### src/rtl/ball_ctrl_pkg.sv
// Shared pong definitions: geometry defaults, FSM state and direction/scorer types.
package ball_ctrl_pkg;

    localparam int unsigned PONG_H_RES        = 640;
    localparam int unsigned PONG_V_RES        = 480;
    localparam int unsigned PONG_X_W          = 10;
    localparam int unsigned PONG_Y_W          = 10;
    localparam int unsigned PONG_BALL_SIDE    = 8;
    localparam int unsigned PONG_PADDLE_W     = 8;
    localparam int unsigned PONG_PADDLE_H     = 64;
    localparam int unsigned PONG_SPEED        = 4;
    localparam int unsigned PONG_SERVE_FRAMES = 60;
    localparam int unsigned PONG_SCORE_MAX    = 9;

    typedef enum logic [2:0] {
        StIdle,
        StServe,
        StPlay,
        StPoint,
        StOver
    } state_e;

    typedef enum logic {
        DirLeft  = 1'b0,
        DirRight = 1'b1
    } dir_x_e;

    typedef enum logic {
        DirUp   = 1'b0,
        DirDown = 1'b1
    } dir_y_e;

    typedef enum logic {
        ScorerPlayer = 1'b0,
        ScorerPc     = 1'b1
    } scorer_e;

endpackage

### src/rtl/ball_collide.sv
// Combinational one-frame ball step: wall bounces, paddle hits and score detection.
module ball_collide
    import ball_ctrl_pkg::*;
#(
    parameter int unsigned H_RES     = PONG_H_RES,
    parameter int unsigned V_RES     = PONG_V_RES,
    parameter int unsigned X_W       = PONG_X_W,
    parameter int unsigned Y_W       = PONG_Y_W,
    parameter int unsigned BALL_SIDE = PONG_BALL_SIDE,
    parameter int unsigned PADDLE_W  = PONG_PADDLE_W,
    parameter int unsigned PADDLE_H  = PONG_PADDLE_H,
    parameter int unsigned SPEED     = PONG_SPEED
) (
    input  logic [X_W-1:0] i_x,
    input  logic [Y_W-1:0] i_y,
    input  dir_x_e         i_dx,
    input  dir_y_e         i_dy,
    input  logic [X_W-1:0] i_pp_x,
    input  logic [Y_W-1:0] i_pp_y,
    input  logic [X_W-1:0] i_pc_x,
    input  logic [Y_W-1:0] i_pc_y,
    output logic [X_W-1:0] o_x,
    output logic [Y_W-1:0] o_y,
    output dir_x_e         o_dx,
    output dir_y_e         o_dy,
    output logic           o_score,
    output scorer_e        o_scorer
);

    localparam logic [X_W:0] XSpeed = (X_W+1)'(SPEED);
    localparam logic [X_W:0] XSide  = (X_W+1)'(BALL_SIDE);
    localparam logic [X_W:0] XRes   = (X_W+1)'(H_RES);
    localparam logic [X_W:0] XPadW  = (X_W+1)'(PADDLE_W);
    localparam logic [Y_W:0] YSpeed = (Y_W+1)'(SPEED);
    localparam logic [Y_W:0] YSide  = (Y_W+1)'(BALL_SIDE);
    localparam logic [Y_W:0] YRes   = (Y_W+1)'(V_RES);
    localparam logic [Y_W:0] YPadH  = (Y_W+1)'(PADDLE_H);

    logic [X_W:0] w_x, w_nx, w_pp_x, w_pc_x;
    logic [Y_W:0] w_y, w_ny, w_pp_y, w_pc_y;
    logic         w_hit;

    // One extra bit of headroom so sums near the screen edge never wrap.
    always_comb begin
        w_x      = {1'b0, i_x};
        w_y      = {1'b0, i_y};
        w_pp_x   = {1'b0, i_pp_x};
        w_pp_y   = {1'b0, i_pp_y};
        w_pc_x   = {1'b0, i_pc_x};
        w_pc_y   = {1'b0, i_pc_y};
        w_ny     = w_y;
        w_nx     = w_x;
        w_hit    = 1'b0;
        o_dx     = i_dx;
        o_dy     = i_dy;
        o_score  = 1'b0;
        o_scorer = ScorerPlayer;

        if (i_dy == DirDown) begin
            if (w_y + YSpeed + YSide >= YRes) begin
                w_ny = YRes - YSide;
                o_dy = DirUp;
            end else begin
                w_ny = w_y + YSpeed;
            end
        end else begin
            if (w_y < YSpeed) begin
                w_ny = '0;
                o_dy = DirDown;
            end else begin
                w_ny = w_y - YSpeed;
            end
        end

        if (i_dx == DirLeft) begin
            w_nx  = (w_x < XSpeed) ? '0 : w_x - XSpeed;
            w_hit = (w_nx <= w_pp_x + XPadW) && (w_nx + XSide > w_pp_x) &&
                    (w_ny + YSide > w_pp_y) && (w_ny < w_pp_y + YPadH);
            if (w_hit) begin
                w_nx = w_pp_x + XPadW;
                o_dx = DirRight;
            end else if (w_nx == '0) begin
                o_score  = 1'b1;
                o_scorer = ScorerPc;
            end
        end else begin
            w_nx  = w_x + XSpeed;
            w_hit = (w_nx + XSide >= w_pc_x) && (w_nx < w_pc_x + XPadW) &&
                    (w_ny + YSide > w_pc_y) && (w_ny < w_pc_y + YPadH);
            if (w_hit) begin
                w_nx = w_pc_x - XSide;
                o_dx = DirLeft;
            end else if (w_nx + XSide >= XRes) begin
                w_nx     = XRes - XSide;
                o_score  = 1'b1;
                o_scorer = ScorerPlayer;
            end
        end

        o_x = w_nx[X_W-1:0];
        o_y = w_ny[Y_W-1:0];
    end

endmodule

### src/rtl/ball_ctrl.sv
// Pong game sequencer: serve/play/point/over FSM, frame-gated ball motion and scoring.
module ball_ctrl
    import ball_ctrl_pkg::*;
#(
    parameter int unsigned H_RES        = PONG_H_RES,
    parameter int unsigned V_RES        = PONG_V_RES,
    parameter int unsigned X_W          = PONG_X_W,
    parameter int unsigned Y_W          = PONG_Y_W,
    parameter int unsigned BALL_SIDE    = PONG_BALL_SIDE,
    parameter int unsigned PADDLE_W     = PONG_PADDLE_W,
    parameter int unsigned PADDLE_H     = PONG_PADDLE_H,
    parameter int unsigned SPEED        = PONG_SPEED,
    parameter int unsigned SERVE_FRAMES = PONG_SERVE_FRAMES,
    parameter int unsigned SCORE_MAX    = PONG_SCORE_MAX
) (
    input  logic           clk_i,
    input  logic           rst_i,
    input  logic           new_frame_i,
    input  logic           start_i,
    input  logic [X_W-1:0] player_paddle_x_i,
    input  logic [Y_W-1:0] player_paddle_y_i,
    input  logic [X_W-1:0] pc_paddle_x_i,
    input  logic [Y_W-1:0] pc_paddle_y_i,
    output logic [X_W-1:0] ball_x_o,
    output logic [Y_W-1:0] ball_y_o,
    output logic [3:0]     player_score_o,
    output logic [3:0]     pc_score_o,
    output logic           point_o,
    output logic           game_over_o
);

    localparam int unsigned    CntW     = $clog2(SERVE_FRAMES + 1);
    localparam logic [CntW-1:0] CntLoad = CntW'(SERVE_FRAMES);
    localparam logic [CntW-1:0] CntOne  = CntW'(1);
    localparam logic [X_W-1:0] XCentre  = X_W'(H_RES / 2 - BALL_SIDE / 2);
    localparam logic [Y_W-1:0] YCentre  = Y_W'(V_RES / 2 - BALL_SIDE / 2);
    localparam logic [3:0]     ScoreMax = 4'(SCORE_MAX);

    state_e          r_state;
    logic [CntW-1:0] r_cnt;
    logic [X_W-1:0]  r_x;
    logic [Y_W-1:0]  r_y;
    dir_x_e          r_dx;
    dir_y_e          r_dy;
    logic [3:0]      r_ps;
    logic [3:0]      r_pcs;
    logic            r_point;
    logic            r_over;
    scorer_e         r_scorer;

    logic [X_W-1:0]  w_nx;
    logic [Y_W-1:0]  w_ny;
    dir_x_e          w_ndx;
    dir_y_e          w_ndy;
    logic            w_score;
    scorer_e         w_scorer;
    logic [3:0]      w_cur_score;
    logic [3:0]      w_inc_score;

    ball_collide #(
        .H_RES     (H_RES),
        .V_RES     (V_RES),
        .X_W       (X_W),
        .Y_W       (Y_W),
        .BALL_SIDE (BALL_SIDE),
        .PADDLE_W  (PADDLE_W),
        .PADDLE_H  (PADDLE_H),
        .SPEED     (SPEED)
    ) u_collide (
        .i_x      (r_x),
        .i_y      (r_y),
        .i_dx     (r_dx),
        .i_dy     (r_dy),
        .i_pp_x   (player_paddle_x_i),
        .i_pp_y   (player_paddle_y_i),
        .i_pc_x   (pc_paddle_x_i),
        .i_pc_y   (pc_paddle_y_i),
        .o_x      (w_nx),
        .o_y      (w_ny),
        .o_dx     (w_ndx),
        .o_dy     (w_ndy),
        .o_score  (w_score),
        .o_scorer (w_scorer)
    );

    always_comb begin
        w_cur_score = (r_scorer == ScorerPc) ? r_pcs : r_ps;
        w_inc_score = (w_cur_score >= ScoreMax) ? ScoreMax : w_cur_score + 4'd1;
    end

    always_ff @(posedge clk_i or posedge rst_i) begin
        if (rst_i) begin
            r_state  <= StIdle;
            r_cnt    <= '0;
            r_x      <= XCentre;
            r_y      <= YCentre;
            r_dx     <= DirLeft;
            r_dy     <= DirDown;
            r_ps     <= '0;
            r_pcs    <= '0;
            r_point  <= 1'b0;
            r_over   <= 1'b0;
            r_scorer <= ScorerPlayer;
        end else begin
            r_point <= 1'b0;
            unique case (r_state)
                StIdle: begin
                    if (new_frame_i && start_i) begin
                        r_cnt   <= CntLoad;
                        r_state <= StServe;
                    end
                end
                StServe: begin
                    // The frame that finds the counter empty only switches to play.
                    if (new_frame_i) begin
                        if (r_cnt == '0) begin
                            r_state <= StPlay;
                        end else begin
                            r_cnt <= r_cnt - CntOne;
                        end
                    end
                end
                StPlay: begin
                    if (new_frame_i) begin
                        r_x  <= w_nx;
                        r_y  <= w_ny;
                        r_dx <= w_ndx;
                        r_dy <= w_ndy;
                        if (w_score) begin
                            r_scorer <= w_scorer;
                            r_point  <= 1'b1;
                            r_state  <= StPoint;
                        end
                    end
                end
                StPoint: begin
                    if (r_scorer == ScorerPc) begin
                        r_pcs <= w_inc_score;
                    end else begin
                        r_ps <= w_inc_score;
                    end
                    r_x <= XCentre;
                    r_y <= YCentre;
                    if (w_inc_score == ScoreMax) begin
                        r_over  <= 1'b1;
                        r_state <= StOver;
                    end else begin
                        // Serve toward the side that just conceded.
                        r_dx    <= (r_scorer == ScorerPc) ? DirLeft : DirRight;
                        r_cnt   <= CntLoad;
                        r_state <= StServe;
                    end
                end
                StOver: begin
                    if (new_frame_i && start_i) begin
                        r_ps    <= '0;
                        r_pcs   <= '0;
                        r_dx    <= DirLeft;
                        r_cnt   <= CntLoad;
                        r_over  <= 1'b0;
                        r_state <= StServe;
                    end
                end
                default: r_state <= StIdle;
            endcase
        end
    end

    assign ball_x_o       = r_x;
    assign ball_y_o       = r_y;
    assign player_score_o = r_ps;
    assign pc_score_o     = r_pcs;
    assign point_o        = r_point;
    assign game_over_o    = r_over;

endmodule

### config.mk
export PLATFORM = sky130hd
export DESIGN_NAME = ball_ctrl
export DESIGN_NICKNAME = d
export VERILOG_FILES = /design/src/rtl/ball_ctrl_pkg.sv /design/src/rtl/ball_collide.sv /design/src/rtl/ball_ctrl.sv
export SDC_FILE = /design/constraint.sdc
export NUM_CORES = 1
export LEC_CHECK = 0
export ABC_CLOCK_PERIOD_IN_PS = 16500
export BUFFER_PORTS_ARGS = -buffer_cell sky130_fd_sc_hd__clkbuf_2
export CELL_PAD_IN_SITES_DETAIL_PLACEMENT = 1
export CELL_PAD_IN_SITES_GLOBAL_PLACEMENT = 1
export CORE_MARGIN = 2
export CORE_UTILIZATION = 45
export DETAILED_ROUTE_END_ITERATION = 12
export GPL_ROUTABILITY_DRIVEN = 0
export MAX_ROUTING_LAYER = met4
export PLACE_DENSITY_LB_ADDON = 0.25
export SETUP_SLACK_MARGIN = 0.5
export SLEW_MARGIN = 0
export SYNTH_ARGS = -nofsm -noshare
export SYNTH_HDL_FRONTEND = slang
export SYNTH_HIERARCHICAL = 1
export SYNTH_SLANG_ARGS = --single-unit
export TNS_END_PERCENT = 1
### constraint.sdc
create_clock -name clk_i -period 16.5 [get_ports clk_i]
set_input_delay 0 -clock clk_i [delete_from_list [all_inputs] [get_ports clk_i]]
set_output_delay 0 -clock clk_i [all_outputs]
set_load 0.01 [all_outputs]
==> flow_summary_export.csv <==
group,metric,value,unit
outcome,status,"finished, final reports clean",
cts,numCtsBuffers,5,
power_and_ir_drop,powerDensity,151,nW/um2
job,drv_cap,0,
die,die_h,121,um
cts,tritoncts,"built",
global_routing,antenna_found_initial,0,
cts,hold_buffers,1,
finish,final_cell_area,6730,um2
yosys,syn_inst,745,
detailed_routing,vias,5949,
setup_path,criticalPathCategory,"register to register",
timing,final.setup.worst_slack,9.31,ns
yosys,seq_area_frac_synth,17.3,%
yosys,syn-num-nets,879,
yosys,synthTopCellsByArea,"ha_1 18%, dfrtp_1 13%, xnor2_1 5.5%, dfstp_2 4.7%, inv_1 4.3%",
die,coreArea,13300,um2
yosys,ys_async_sr_fraction,100,%
cts,cts.sinks,42,
finish,diodes,0,
timing,tns,0,ns
setup_path,cp-start-kind,"register",
yosys,yosysUniqueCellTypes,97,
die,rows,42,
global_routing,grt_max_degree,43,
cts,cts_max_level,2,
detailed_routing,routed_wl,19100,um
detailed_routing,wire_per_inst,19.6,um
detailed_routing,drt.antenna.violating_nets,0,
cts,clk_path_buf_depth,2,
die,ioPinCount,74,
timing,finalCritPeriodShare,43.6,%
detailed_routing,post-route-drc-count,0,
place,dp_hpwl,15300,um
timing,setup_viol_count_final,0,
timing,whs,0.0818,ns
finish,area.growth.synth_to_final,9.26,%
die,start_util,46.4,%
global_routing,grt_usage,26.7,%
cts,clkSlewWorstSetupHoldPaths,0.06,ns
cts,post-cts-setup-buffers,0,
yosys,synth_edf_count,0,
cts,ctsResizeCount,0,
timing,final_max_slew_viol_count,0,
setup_path,end_kind,"register",
yosys,yosys.area.top_type_share,18.3,%
power_and_ir_drop,ir_drop,0.0677,mV
power_and_ir_drop,p_leak,3.24,nW
timing,fmax,139,MHz
place,placed_area,6530,um2
yosys,synth.most_common_cell,"ha_1",
detailed_routing,via_per_inst,6.12,
timing,rsz0062_at_grt,"false",
timing,clock-skew-final,0.00580,ns
yosys,synth-seq-cells,42,
setup_path,cp.arrival,7.36,ns
cts,root_buffer,"clkbuf_16",
finish,final_nets,929,
setup_path,critPathMaxFanout,14,
die,die_area,14600,um2
global_routing,grt-ovfl-total,0,
global_routing,grt_pass1_vias,6096,
yosys,ys.flop_type,"dfrtp_1",
detailed_routing,drtPass1Iterations,5,
timing,hold_viol,0,
yosys,avgSynthCellArea,8.27,um2
detailed_routing,drt_iter0_markers,398,
setup_path,required,16.67,ns
global_routing,grt_pass1_wl,31100,um
setup_path,ff2ff_setup_slack,9.31,ns
yosys,ys_warn_count,6,
die,die_x,121,um
yosys,netlist_top_cells_count,"90 x ha_1, 71 x inv_1, 55 x nand2_1",
finish,drive_gt1_share,18.1,%
hold_path,worstHoldPathType,"input port to register",
timing,max_slew_margin,28.1,%
cts,clk-insertion-delay-late,0.29,ns
timing,worstMarginPinSlew,1.07,ns
timing,period_needed,7.19,ns
place,pre_cts_ws,9.34,ns
yosys,synth_top_area_cell,"ha_1",
place,port_buffers,73,
yosys,syn_area,6160,um2
## kinds of logic after synthesis
family | Yosys count | synth area share, %
and+or+nand+nor | 251 | 22.2
xor gates and xnor gates | 50 | 7.11
muxes | 35 | 6.07
adders and majority gates | 91 | 18.4
buffers and inverters | 108 | 8.65
DFF | 42 | 17.3
AOI/OAI and AO/OA | 168 | 20.3
## metrics by stage
step                      utilization (%)  std cells  power (mW)
after floorplan                         -        745       0.697
after global placement               49.1        963       0.830
after detailed placement             49.1        963       0.875
after CTS                            50.6        972        1.01
after global routing                 50.6        972        1.10
final                                50.6        972        1.02
## power by group
| part | total (mW) | internal (mW) | switching [mW] |
|---|---|---|---|
| Combinational | 0.673 | 0.284 | 0.389 |
| Sequential | 0.213 | 0.137 | 0.0765 |
| Clock | 0.132 | 0.0909 | 0.0413 |
## critical path, cell delays in order, from the launching register on
cell       delay, ns
dfstp_2         0.66
ha_1            0.46
xor2_1          0.19
ha_1            0.28
and4_4          0.15
o32a_1          0.39
o221a_4         0.28
o21ai_0         0.25
and2_0          0.34
nor2b_1         0.18
a311oi_1        0.65
ha_1            0.39
a21oi_1         0.18
nand2_1         0.07
a21oi_1         0.15
nor2_1          0.06
a2111oi_0       0.38
o311ai_0        0.23
a211oi_2        0.85
nor3_1          0.19
o21bai_1        0.24
and2_1          0.21
mux2_2          0.27
## area by class of cell
class | count | area, um2
Fill cell | 1678 | 6560
Multi-Input combinational cell | 595 | 4570
Sequential cell | 42 | 1060
Timing Repair Buffer | 78 | 405
Inverter | 73 | 274
Tap cell | 176 | 220
Clock buffer | 6 | 139
Clock inverter | 2 | 60.1
## metal layers
metal | track usage (%) | share of wire, %
met1 | 34.6 | 45
met2 | 44.8 | 48
met3 | 3.01 | 4.9
met4 | 6.32 | 1.9
met5 | - | 0
## path summary, 6_finish.rpt
| kind | startpoint | to | cells after the start |
|---|---|---|---|
| setup reg to reg | ball_y_o[2] | r_scorer | 22 |
| min in group asynchronous | rst_i | r_cnt[3] | 4 |
| hold / removal | start_i | r_state[2] | 3 |
| max in group asynchronous | rst_i | ball_x_o[8] | 4 |
| hold reg to reg | r_cnt[4] | r_cnt[4] | 1 |
| setup / recovery | ball_y_o[2] | r_scorer | 22 |
## registers in the layout, indices dropped and copies added (netlist names)
| signal | cells |
|---|---|
| ball_x_o | 10 |
| ball_y_o | 10 |
| game_over_o | 1 |
| pc_score_o | 4 |
| player_score_o | 4 |
| point_o | 1 |
| r_cnt | 6 |
| r_dx | 1 |
| r_dy | 1 |
| r_scorer | 1 |
| r_state | 3 |
## placed cells by master (no fill, tap or decap), types with 7 or more instances in the layout
| cell type | synthesis | layout |
|---|---|---|
| o21ai_0 | 19 | 19 |
| o21a_1 | 9 | 9 |
| ha_1 | 90 | 90 |
| dfrtp_1 | 31 | 31 |
| a22o_1 | 11 | 11 |
| mux2_2 | 18 | 18 |
| a31oi_1 | 13 | 13 |
| xnor2_1 | 39 | 39 |
| nand2_1 | 55 | 55 |
| xor2_1 | 11 | 11 |
| nor2b_1 | 9 | 9 |
| clkbuf_2 | 1 | 73 |
| a21o_1 | 13 | 13 |
| nand4_1 | 7 | 7 |
| nand3_1 | 42 | 42 |
| o31ai_1 | 7 | 7 |
| nor2_1 | 41 | 41 |
| inv_1 | 71 | 70 |
| mux2i_1 | 16 | 16 |
| dfstp_2 | 11 | 11 |
| nor3_1 | 28 | 28 |
| a21oi_1 | 33 | 33 |
No activity file was read; power rests on OpenSTA's default activity.
